$ cat src/rtl/pdh_cmd_dispatch.sv
// PS-to-PL command dispatcher: synchronizes a GPIO command word, pulses one
// function module, waits for its done/callback or a timeout, reports status.
module pdh_cmd_dispatch #(
  parameter int NUM_MODULES    = 4,
  parameter int CB_WIDTH       = 8,
  parameter int DATA_BITS      = 27,
  parameter int TIMEOUT_CYCLES = 1024
) (
  input  logic                            clk,
  input  logic                            rst_ni,
  input  logic [31:0]                     gpio_in_i,
  output logic [31:0]                     gpio_out_o,
  output logic [NUM_MODULES-1:0]          en_o,
  output logic [DATA_BITS-1:0]            data_o,
  input  logic [NUM_MODULES-1:0]          done_i,
  input  logic [NUM_MODULES*CB_WIDTH-1:0] cb_i,
  output logic                            busy_o
);

  localparam int CNT_W = $clog2(TIMEOUT_CYCLES);
  localparam logic [3:0] CMD_STROBE = 4'd14;
  localparam logic [CNT_W-1:0] CNT_LAST =
    CNT_W'(TIMEOUT_CYCLES - 1);

  typedef enum logic [1:0] {
    S_IDLE,
    S_DISP,
    S_WAIT
  } state_t;

  typedef enum logic [1:0] {
    RES_NONE,
    RES_DONE,
    RES_TMO,
    RES_BAD
  } res_t;

  logic [31:0]            r_s1;
  logic [31:0]            r_s2;
  logic [3:0]             r_prev_cmd;
  logic [1:0]             r_rdy;
  logic [3:0]             r_stg_cmd;
  logic [DATA_BITS-1:0]   r_stg_pay;
  state_t                 r_state;
  logic                   r_busy;
  logic [NUM_MODULES-1:0] r_tgt;
  logic [NUM_MODULES-1:0] r_en;
  logic [DATA_BITS-1:0]   r_data;
  logic [3:0]             r_last_cmd;
  logic [CB_WIDTH-1:0]    r_cb;
  res_t                   r_res;
  logic                   r_ovr;
  logic [7:0]             r_seq;
  logic [CNT_W-1:0]       r_cnt;

  logic                   w_soft;
  logic [3:0]             w_cmd;
  logic                   w_strobe_edge;
  logic [NUM_MODULES-1:0] w_stg_oh;
  logic                   w_stg_ok;
  logic                   w_done;
  logic [CB_WIDTH-1:0]    w_cb_sel;
  logic [CNT_W-1:0]       w_cnt_inc;
  logic                   w_tmo;
  logic [7:0]             w_cb8;
  state_t                 w_state_nxt;
  logic                   w_go;
  logic                   w_idle_res;
  logic                   w_fin_done;
  logic                   w_fin_tmo;
  logic                   w_ovr_set;

  assign w_soft    = r_s2[31];
  assign w_cmd     = r_s2[30:27];
  // r_rdy masks the false edge seen when STROBE is held through reset
  assign w_strobe_edge = (r_rdy == 2'd3) &&
                         (w_cmd == CMD_STROBE) &&
                         (r_prev_cmd != CMD_STROBE);
  assign w_stg_ok  = |w_stg_oh;
  assign w_done    = |(done_i & r_tgt);
  assign w_cnt_inc = r_cnt + 1'b1;
  assign w_tmo     = (w_cnt_inc == CNT_LAST);
  assign w_cb8     = 8'(r_cb);

  always_comb begin
    w_stg_oh = '0;
    for (int k = 0; k < NUM_MODULES; k++)
      w_stg_oh[k] = (r_stg_cmd == 4'(k + 1));
  end

  always_comb begin
    w_cb_sel = '0;
    for (int k = 0; k < NUM_MODULES; k++)
      if (r_tgt[k])
        w_cb_sel = w_cb_sel | cb_i[k*CB_WIDTH +: CB_WIDTH];
  end

  always_ff @(posedge clk or negedge rst_ni) begin
    if (!rst_ni) begin
      r_s1       <= '0;
      r_s2       <= '0;
      r_prev_cmd <= '0;
      r_rdy      <= '0;
    end else begin
      r_s1       <= gpio_in_i;
      r_s2       <= r_s1;
      r_prev_cmd <= w_cmd;
      if (r_rdy != 2'd3)
        r_rdy <= r_rdy + 2'd1;
    end
  end

  always_ff @(posedge clk or negedge rst_ni) begin
    if (!rst_ni) begin
      r_state <= S_IDLE;
      r_busy  <= 1'b0;
    end else begin
      r_state <= w_state_nxt;
      r_busy  <= (w_state_nxt != S_IDLE);
    end
  end

  always_comb begin
    w_state_nxt = r_state;
    w_go        = 1'b0;
    w_idle_res  = 1'b0;
    w_fin_done  = 1'b0;
    w_fin_tmo   = 1'b0;
    w_ovr_set   = 1'b0;
    unique case (r_state)
      S_IDLE: begin
        if (w_strobe_edge && w_stg_ok) begin
          w_state_nxt = S_DISP;
          w_go        = 1'b1;
        end else if (w_strobe_edge) begin
          w_idle_res  = 1'b1;
        end
      end
      S_DISP: w_state_nxt = S_WAIT;
      S_WAIT: begin
        if (w_done) begin
          w_state_nxt = S_IDLE;
          w_fin_done  = 1'b1;
        end else if (w_tmo) begin
          w_state_nxt = S_IDLE;
          w_fin_tmo   = 1'b1;
        end
      end
      default: w_state_nxt = S_IDLE;
    endcase
    if (r_state != S_IDLE)
      w_ovr_set = w_strobe_edge;
    if (w_soft) begin
      w_state_nxt = S_IDLE;
      w_go        = 1'b0;
      w_idle_res  = 1'b0;
      w_fin_done  = 1'b0;
      w_fin_tmo   = 1'b0;
      w_ovr_set   = 1'b0;
    end
  end

  always_ff @(posedge clk or negedge rst_ni) begin
    if (!rst_ni) begin
      r_stg_cmd  <= '0;
      r_stg_pay  <= '0;
      r_tgt      <= '0;
      r_en       <= '0;
      r_data     <= '0;
      r_last_cmd <= '0;
      r_cb       <= '0;
      r_res      <= RES_NONE;
      r_ovr      <= 1'b0;
      r_seq      <= '0;
      r_cnt      <= '0;
    end else if (w_soft) begin
      r_stg_cmd  <= '0;
      r_stg_pay  <= '0;
      r_tgt      <= '0;
      r_en       <= '0;
      r_data     <= '0;
      r_last_cmd <= '0;
      r_cb       <= '0;
      r_res      <= RES_NONE;
      r_ovr      <= 1'b0;
      r_seq      <= '0;
      r_cnt      <= '0;
    end else begin
      r_en <= w_go ? w_stg_oh : '0;
      if (w_go)
        r_tgt <= w_stg_oh;
      if (w_idle_res)
        r_res <= (r_stg_cmd == 4'd0) ? RES_NONE : RES_BAD;
      if (r_state == S_DISP) begin
        r_data     <= r_stg_pay;
        r_last_cmd <= r_stg_cmd;
        r_cnt      <= '0;
      end else if (r_state == S_WAIT) begin
        r_cnt <= w_cnt_inc;
      end
      if (w_fin_done) begin
        r_cb  <= w_cb_sel;
        r_res <= RES_DONE;
        r_seq <= r_seq + 8'd1;
      end
      if (w_fin_tmo) begin
        r_cb  <= '0;
        r_res <= RES_TMO;
      end
      if (w_ovr_set)
        r_ovr <= 1'b1;
      if (w_cmd != CMD_STROBE) begin
        r_stg_cmd <= w_cmd;
        r_stg_pay <= r_s2[DATA_BITS-1:0];
      end
    end
  end

  assign en_o   = r_en;
  assign data_o = r_data;
  assign busy_o = r_busy;
  assign gpio_out_o = {4'b0, r_seq, r_ovr, r_busy, r_res,
                       w_cmd, r_last_cmd, w_cb8};

endmodule

$ cat config.mk
export PLATFORM = sky130hd
export DESIGN_NAME = pdh_cmd_dispatch
export DESIGN_NICKNAME = d
export VERILOG_FILES = /design/src/rtl/pdh_cmd_dispatch.sv
export SDC_FILE = /design/constraint.sdc
export NUM_CORES = 1
export LEC_CHECK = 0
export BUFFER_PORTS_ARGS = -buffer_cell sky130_fd_sc_hd__clkbuf_2
export CAP_MARGIN = 20
export CORE_ASPECT_RATIO = 0.6
export CORE_MARGIN = 5
export CORE_UTILIZATION = 58
export DETAILED_ROUTE_END_ITERATION = 10
export PLACE_DENSITY = 0.84
export REMOVE_ABC_BUFFERS = 1
export SLEW_MARGIN = 20
export SYNTH_ARGS = -nofsm -noshare
export SYNTH_HDL_FRONTEND = slang
export SYNTH_SLANG_ARGS = --single-unit
$ cat constraint.sdc
create_clock -name clk -period 3.69 [get_ports clk]
set_clock_uncertainty 0.1 [all_clocks]
set_input_delay 0.738 -clock clk [delete_from_list [all_inputs] [get_ports clk]]
set_output_delay 0.738 -clock clk [all_outputs]
set_load 0.01 [all_outputs]
**After elaboration in Yosys (flattened, before gate mapping)**

Index checks and enable logic that the tools add are counted.

- Register bits after elaboration: 172
- Logic and storage cells: 105

- $add $sub $neg: 3
- Equality and inequality tests: 12
- Muxes and demuxes: 52
- Bitwise operators: 4
- Reduce and logical (&&, ||, !) cells: 17

Operators with widths:

| kind | count |
|---|---|
| 27-bit two-way mux | 4 |
| 8-bit two-way mux | 9 |
| 4-bit two-way mux | 8 |
| 10-bit two-way mux | 3 |
| 8-bit OR | 3 |
| 1-bit two-way mux | 18 |
| 2-bit two-way mux | 9 |
| 2-bit nonzero test | 7 |
| 10-bit by 1-bit adder with 10-bit output (second input constant) | 1 |
| 10-bit equality test (second input constant) | 1 |
| 8-bit by 1-bit adder with 8-bit output (second input constant) | 1 |
| 4-bit by 2-bit equality test with 1-bit output (second input constant) | 2 |
| 4-bit inequality test (second input constant) | 2 |
| 4-bit OR reduction | 2 |
| 2-bit case mux with 3 select lines | 1 |
| 3-bit nonzero test | 2 |
| 4-bit AND | 1 |
| 2-bit equality test (second input constant) | 2 |
| 4-bit by 1-bit equality test with 1-bit output (second input constant) | 1 |
| 4-bit by 3-bit equality test with 1-bit output (second input constant) | 1 |
| 4-bit equality test (second input constant) | 1 |
| 4-bit logical NOT | 1 |
| 4-bit nonzero test | 1 |
| 1-bit logical AND | 3 |
| 4 further kinds | 4 |

**Logic depth before layout (Yosys ltp)**

- Depth after elaboration: 11
- Mapped depth: 7
- Gate-level depth less buffers: 6

**Worst setup path before layout**

OpenSTA, ideal clock, no wires.

- Path type: in2reg
- From: input done_i[2]
- To: register r_res[1]
- Data arrival time: 1.699 ns
- Setup slack: 1.813 ns
- Stages: 5
- Buffers on the path: 1
- Path through: a22oi_1 and3_1 nor4bb_1 buf_6 o21bai_1

- Word-level cells in the longest chain between the ends: 8
- Elaborated cells on any way between the ends: 12
- Classes of those cells: mux (9); bitwise (1); reduce/logical (2)

RTL lines:

| element | line | text |
|---|---|---|
| start, declared | 15 | `input logic [NUM_MODULES-1:0] done_i,` |
| 4-bit AND (*) | 80 | `assign w_done = \|(done_i & r_tgt);` |
| 4-bit OR reduction (*) | 80 |  |
| 1-bit two-way mux | 141 | `if (w_done) begin` |
| 1-bit two-way mux | 130 | `unique case (r_state)` |
| 1-bit two-way mux | 153 | `if (w_soft) begin` |
| 2-bit two-way mux | 201 | `if (w_fin_done) begin` |
| 2-bit two-way mux | 206 | `if (w_fin_tmo) begin` |
| 2-bit two-way mux | 176 | `end else if (w_soft) begin` |
| end signal, assigned | 193 | `r_res <= (r_stg_cmd == 4'd0) ? RES_NONE : RES_BAD;` |
| end, declared | 51 | `res_t r_res;` |

Every way passes the cells marked *; elsewhere a longest branch is shown, timed or not.
A chain may end at the register's enable or synchronous reset.

**Final worst setup path**

- From: register r_state[0]
- To: register r_cb[4]

- Word-level cells in the longest chain between the ends: 5
- Elaborated cells on any way between the ends: 8
- Classes of those cells: eq/ne (1); mux (6); reduce/logical (1)

RTL lines:

| element | line | text |
|---|---|---|
| start, declared | 44 | `state_t r_state;` |
| start signal, assigned | 118 | `r_state <= w_state_nxt;` |
| 2-bit equality test (*) | 130 |  |
| 1-bit two-way mux | 130 |  |
| 1-bit two-way mux | 153 |  |
| 8-bit two-way mux | 206 |  |
| 8-bit two-way mux | 176 |  |
| end signal, assigned | 202 | `r_cb <= w_cb_sel;` |
| end, declared | 50 | `logic [CB_WIDTH-1:0] r_cb;` |

Marks and branches as above.

==> insert_results.sql <==
INSERT INTO impl_metrics (metric_group, metric, value, unit) VALUES
('clock_network', 'ctsLongestPathBuffers', '2', ''),
('synth', 'async_reset_ff_frac', '1.00', ''),
('critical_path', 'critPathCaptureType', 'flip-flop', ''),
('critical_path', 'worst-r2r-setup-slack', '1.50', 'ns'),
('timing', 'final.min_clock_period', '2.19', 'ns'),
('clock_network', 'root_buffer', 'clkbuf_16', ''),
('clock_network', 'htree_num_levels', '4', ''),
('synth', 'syn-instance-count', '588', ''),
('critical_path', 'critical_path_class', 'flip-flop to flip-flop', ''),
('layout', 'final_net_count', '778', ''),
('routing', 'drt_iter0_markers', '471', ''),
('synth', 'ys_seq_area_frac', '0.667', ''),
('clock_network', 'resize_count_post_cts', '0', ''),
('timing', 'finalMaxSlewViolations', '0', ''),
('floorplan', 'die_height', '91.7', 'um'),
('timing', 'fin_crit_sh', '0.592', ''),
('routing', 'drt_pre_antenna_iters', '8', ''),
('place', 'place.port_buffers', '129', ''),
('clock_network', 'cts_tree', 'yes', ''),
('floorplan', 'top_level_ports', '134', ''),
('outcome', 'status', 'finished clean', ''),
('timing', 'slew_headroom', '0.456', ''),
('synth', 'ys.flop_type', 'dfrtp_1', ''),
('routing', 'postRouteWirelength', '14.7', 'mm'),
('critical_path', 'cp_slowest_cell', 'a21oi_1', ''),
('synth', 'synth_cell_count_leaders', '172 x dfrtp_1, 148 x nand2_1, 66 x a21oi_1, 33 x nor2_1, 26 x a22oi_1', ''),
('critical_path', 'critical-path-max-stage-delay', '0.68', 'ns'),
('place', 'postPlaceCellArea', '7160', 'um^2'),
('global_route', 'grt_start_max_net_pins', '79', ''),
('synth', 'synth.yosys.warnings', '0', ''),
('timing', 'finalHoldViolations', '0', ''),
('synth', 'area_fraction_in_compound_gates_after_synthesis', '0.117', ''),
('synth', 'mux_share_of_post_synthesis_cell_area', '0.00329', ''),
('synth', 'netlist_top_cells_area', 'dfrtp_1 67%, nand2_1 8.6%, a21oi_1 5.1%', ''),
('place', 'globalplace.congestion', '0.808', ''),
('timing', 'setup_viol', '0', ''),
('synth', 'yosys_register_bits', '172', ''),
('critical_path', 'crit-reg2reg-launch', 'r_state[0]$_DFF_PN0_', ''),
('routing', 'vias', '4825', ''),
('global_route', 'grt_pass1_wl', '24.1', 'mm'),
('synth', 'post-synth-top-area-fraction', '0.667', ''),
('layout', 'post_route_cells_drive_above_1_share', '0.250', ''),
('global_route', 'grt_overflow_total', '0', ''),
('synth', 'synthAdderAreaFrac', '0.00775', ''),
('global_route', 'all_layer_global_routing_usage', '0.223', ''),
('synth', 'synth.most_common_cell', 'dfrtp_1', ''),
('timing', 'rsz0062_at_grt', 'no', ''),
('synth', 'combinational_family_with_the_most_area_after_synthesis', 'simple AND/OR/NAND/NOR gates', ''),
('pwr', 'power_density', '510', 'nW/um^2'),
('timing', 'fin_setup_tns', '0', 'ns'),
('critical_path', 'worst_setup_path_start_kind', 'flip-flop', ''),
('floorplan', 'core-area', '10700', 'um^2'),
('job', 'max_cap_violations', '0', ''),
('layout', 'syn_to_final_growth', '20.4', '%'),
('clock_network', 'clkTransAtPathRegs', '0.06', 'ns'),
('critical_path', 'reg2reg_depth', '5', ''),
('critical_path', 'crit_path_cell_trace', 'nand2b_1 > nand2b_1 > a21oi_1 > a22oi_1 > nor2_1', ''),
('clock_network', 'cts_sinks', '172', ''),
('floorplan', 'num_rows', '29', ''),
('floorplan', 'die_area', '13400', 'um^2'),
('clock_network', 'post_cts_repair_setup_buffers', '0', ''),
('clock_network', 'cts_buffers', '17', ''),
('layout', 'n_fill_cell', '714', ''),
('pwr', 'power', '3.96', 'mW'),
('critical_path', 'r2r-end', 'r_cb[4]$_DFFE_PN0P_', ''),
('floorplan', 'die_width', '146', 'um'),
('critical_path', 'critical_path_peak_fanout', '14', ''),
('critical_path', 'worst-endpoint-arrival', '2.42', 'ns'),
('timing', 'max_clock_freq', '458', 'MHz'),
('synth', 'synth-edff-count', '0', ''),
('routing', 'post-route-drc-count', '0', '');
-- where the power goes --
part	total, mW	switching [mW]	internal (mW)
logic	0.152	0.0986	0.0535
clock network	1.83	0.751	1.08
registers	1.98	0.0343	1.94
total	3.96	0.884	3.08
-- worst max-delay path, delay by kind of cell, from the launching register on --
family,cells,cell delay [ns]
flip-flops,1,0.40
AND/OR/NAND/NOR,3,0.75
AO/OA/AOI/OAI,2,0.86
-- layout make-up --
cell class	count	area [um^2]	area share
clock buffers	18	429	0.0552
clock inverters	14	185	0.0238
inverters	6	22.5	0.00290
multi-input cells	369	1930	0.248
flip-flops and latches	172	4310	0.554
well taps	139	174	0.0224
repair buffers	138	732	0.0941
-- through the flow --
stage,hold slack [ns],setup slack [ns],utilization
floorplan,0.231,0.732,-
global placement,0.231,1.63,0.669
detailed placement,0.236,1.46,0.669
CTS,0.246,1.53,0.726
global route,0.254,1.33,0.726
finish,0.227,1.50,0.726
-- state kept, by name, indices dropped and copies added (netlist names) --
name / flops
busy_o: 1
data_o: 27
en_o: 4
r_cb: 8
r_cnt: 10
r_last_cmd: 4
r_ovr: 1
r_prev_cmd: 4
r_rdy: 2
r_res: 2
r_s1: 32
r_s2: 32
r_seq: 8
r_state: 2
r_stg_cmd: 4
r_stg_pay: 27
r_tgt: 4
-- per-layer routing --
metal  global-route usage  vias up  part of all wire  wire, um
met5                    0        -                 0         0
met4               0.0649        0             0.012       178
met3               0.0606       22             0.079      1160
met2                0.354      233              0.48      7030
met1                0.308     2374              0.43      6320
li1                     -     2196                 -         -
-- how the worst max path moves through the flow --
| stage | startpoint | end | slack (ns) | depth (start not counted) |
|---|---|---|---|---|
| floorplan | r_s2[31]$_DFF_PN0_ | r_res[0]$_DFFE_PN0P_ | 0.73 | 5 |
| global placement | done_i[2] | r_cb[0]$_DFFE_PN0P_ | 1.63 | 6 |
| detailed placement | done_i[0] | r_cb[0]$_DFFE_PN0P_ | 1.46 | 6 |
| CTS | r_state[0]$_DFF_PN0_ | r_cb[4]$_DFFE_PN0P_ | 1.53 | 5 |
| global route | r_state[0]$_DFF_PN0_ | r_cb[4]$_DFFE_PN0P_ | 1.33 | 5 |
| finish | r_state[0]$_DFF_PN0_ | r_cb[4]$_DFFE_PN0P_ | 1.50 | 5 |
-- cell usage in the layout, fill, tap and decap left out, types with 4 or more instances in the layout --
master	instances
nand2_1	148
nand4_1	5
o21ai_0	15
conb_1	4
o31ai_1	4
buf_4	8
a21oi_1	66
nor3_1	4
clkbuf_16	17
inv_1	6
a22oi_1	26
nand4b_1	4
xor2_1	10
nor2_1	33
clkbuf_2	128
dfrtp_1	171
ha_1	4
and3_1	6
-- cells by family (layout without fill, tap and decap cells) --
kind of cell / after synthesis / in the layout
AOI/OAI and AO/OA: 126 / 126
xor gates and xnor gates: 12 / 12
adders and majority gates: 4 / 4
buffers and inverters: 50 / 176
DFF: 172 / 172
muxes: 2 / 2
other: 1 / 4
and+or+nand+nor: 221 / 221
Power figures use the tool's default switching activity.
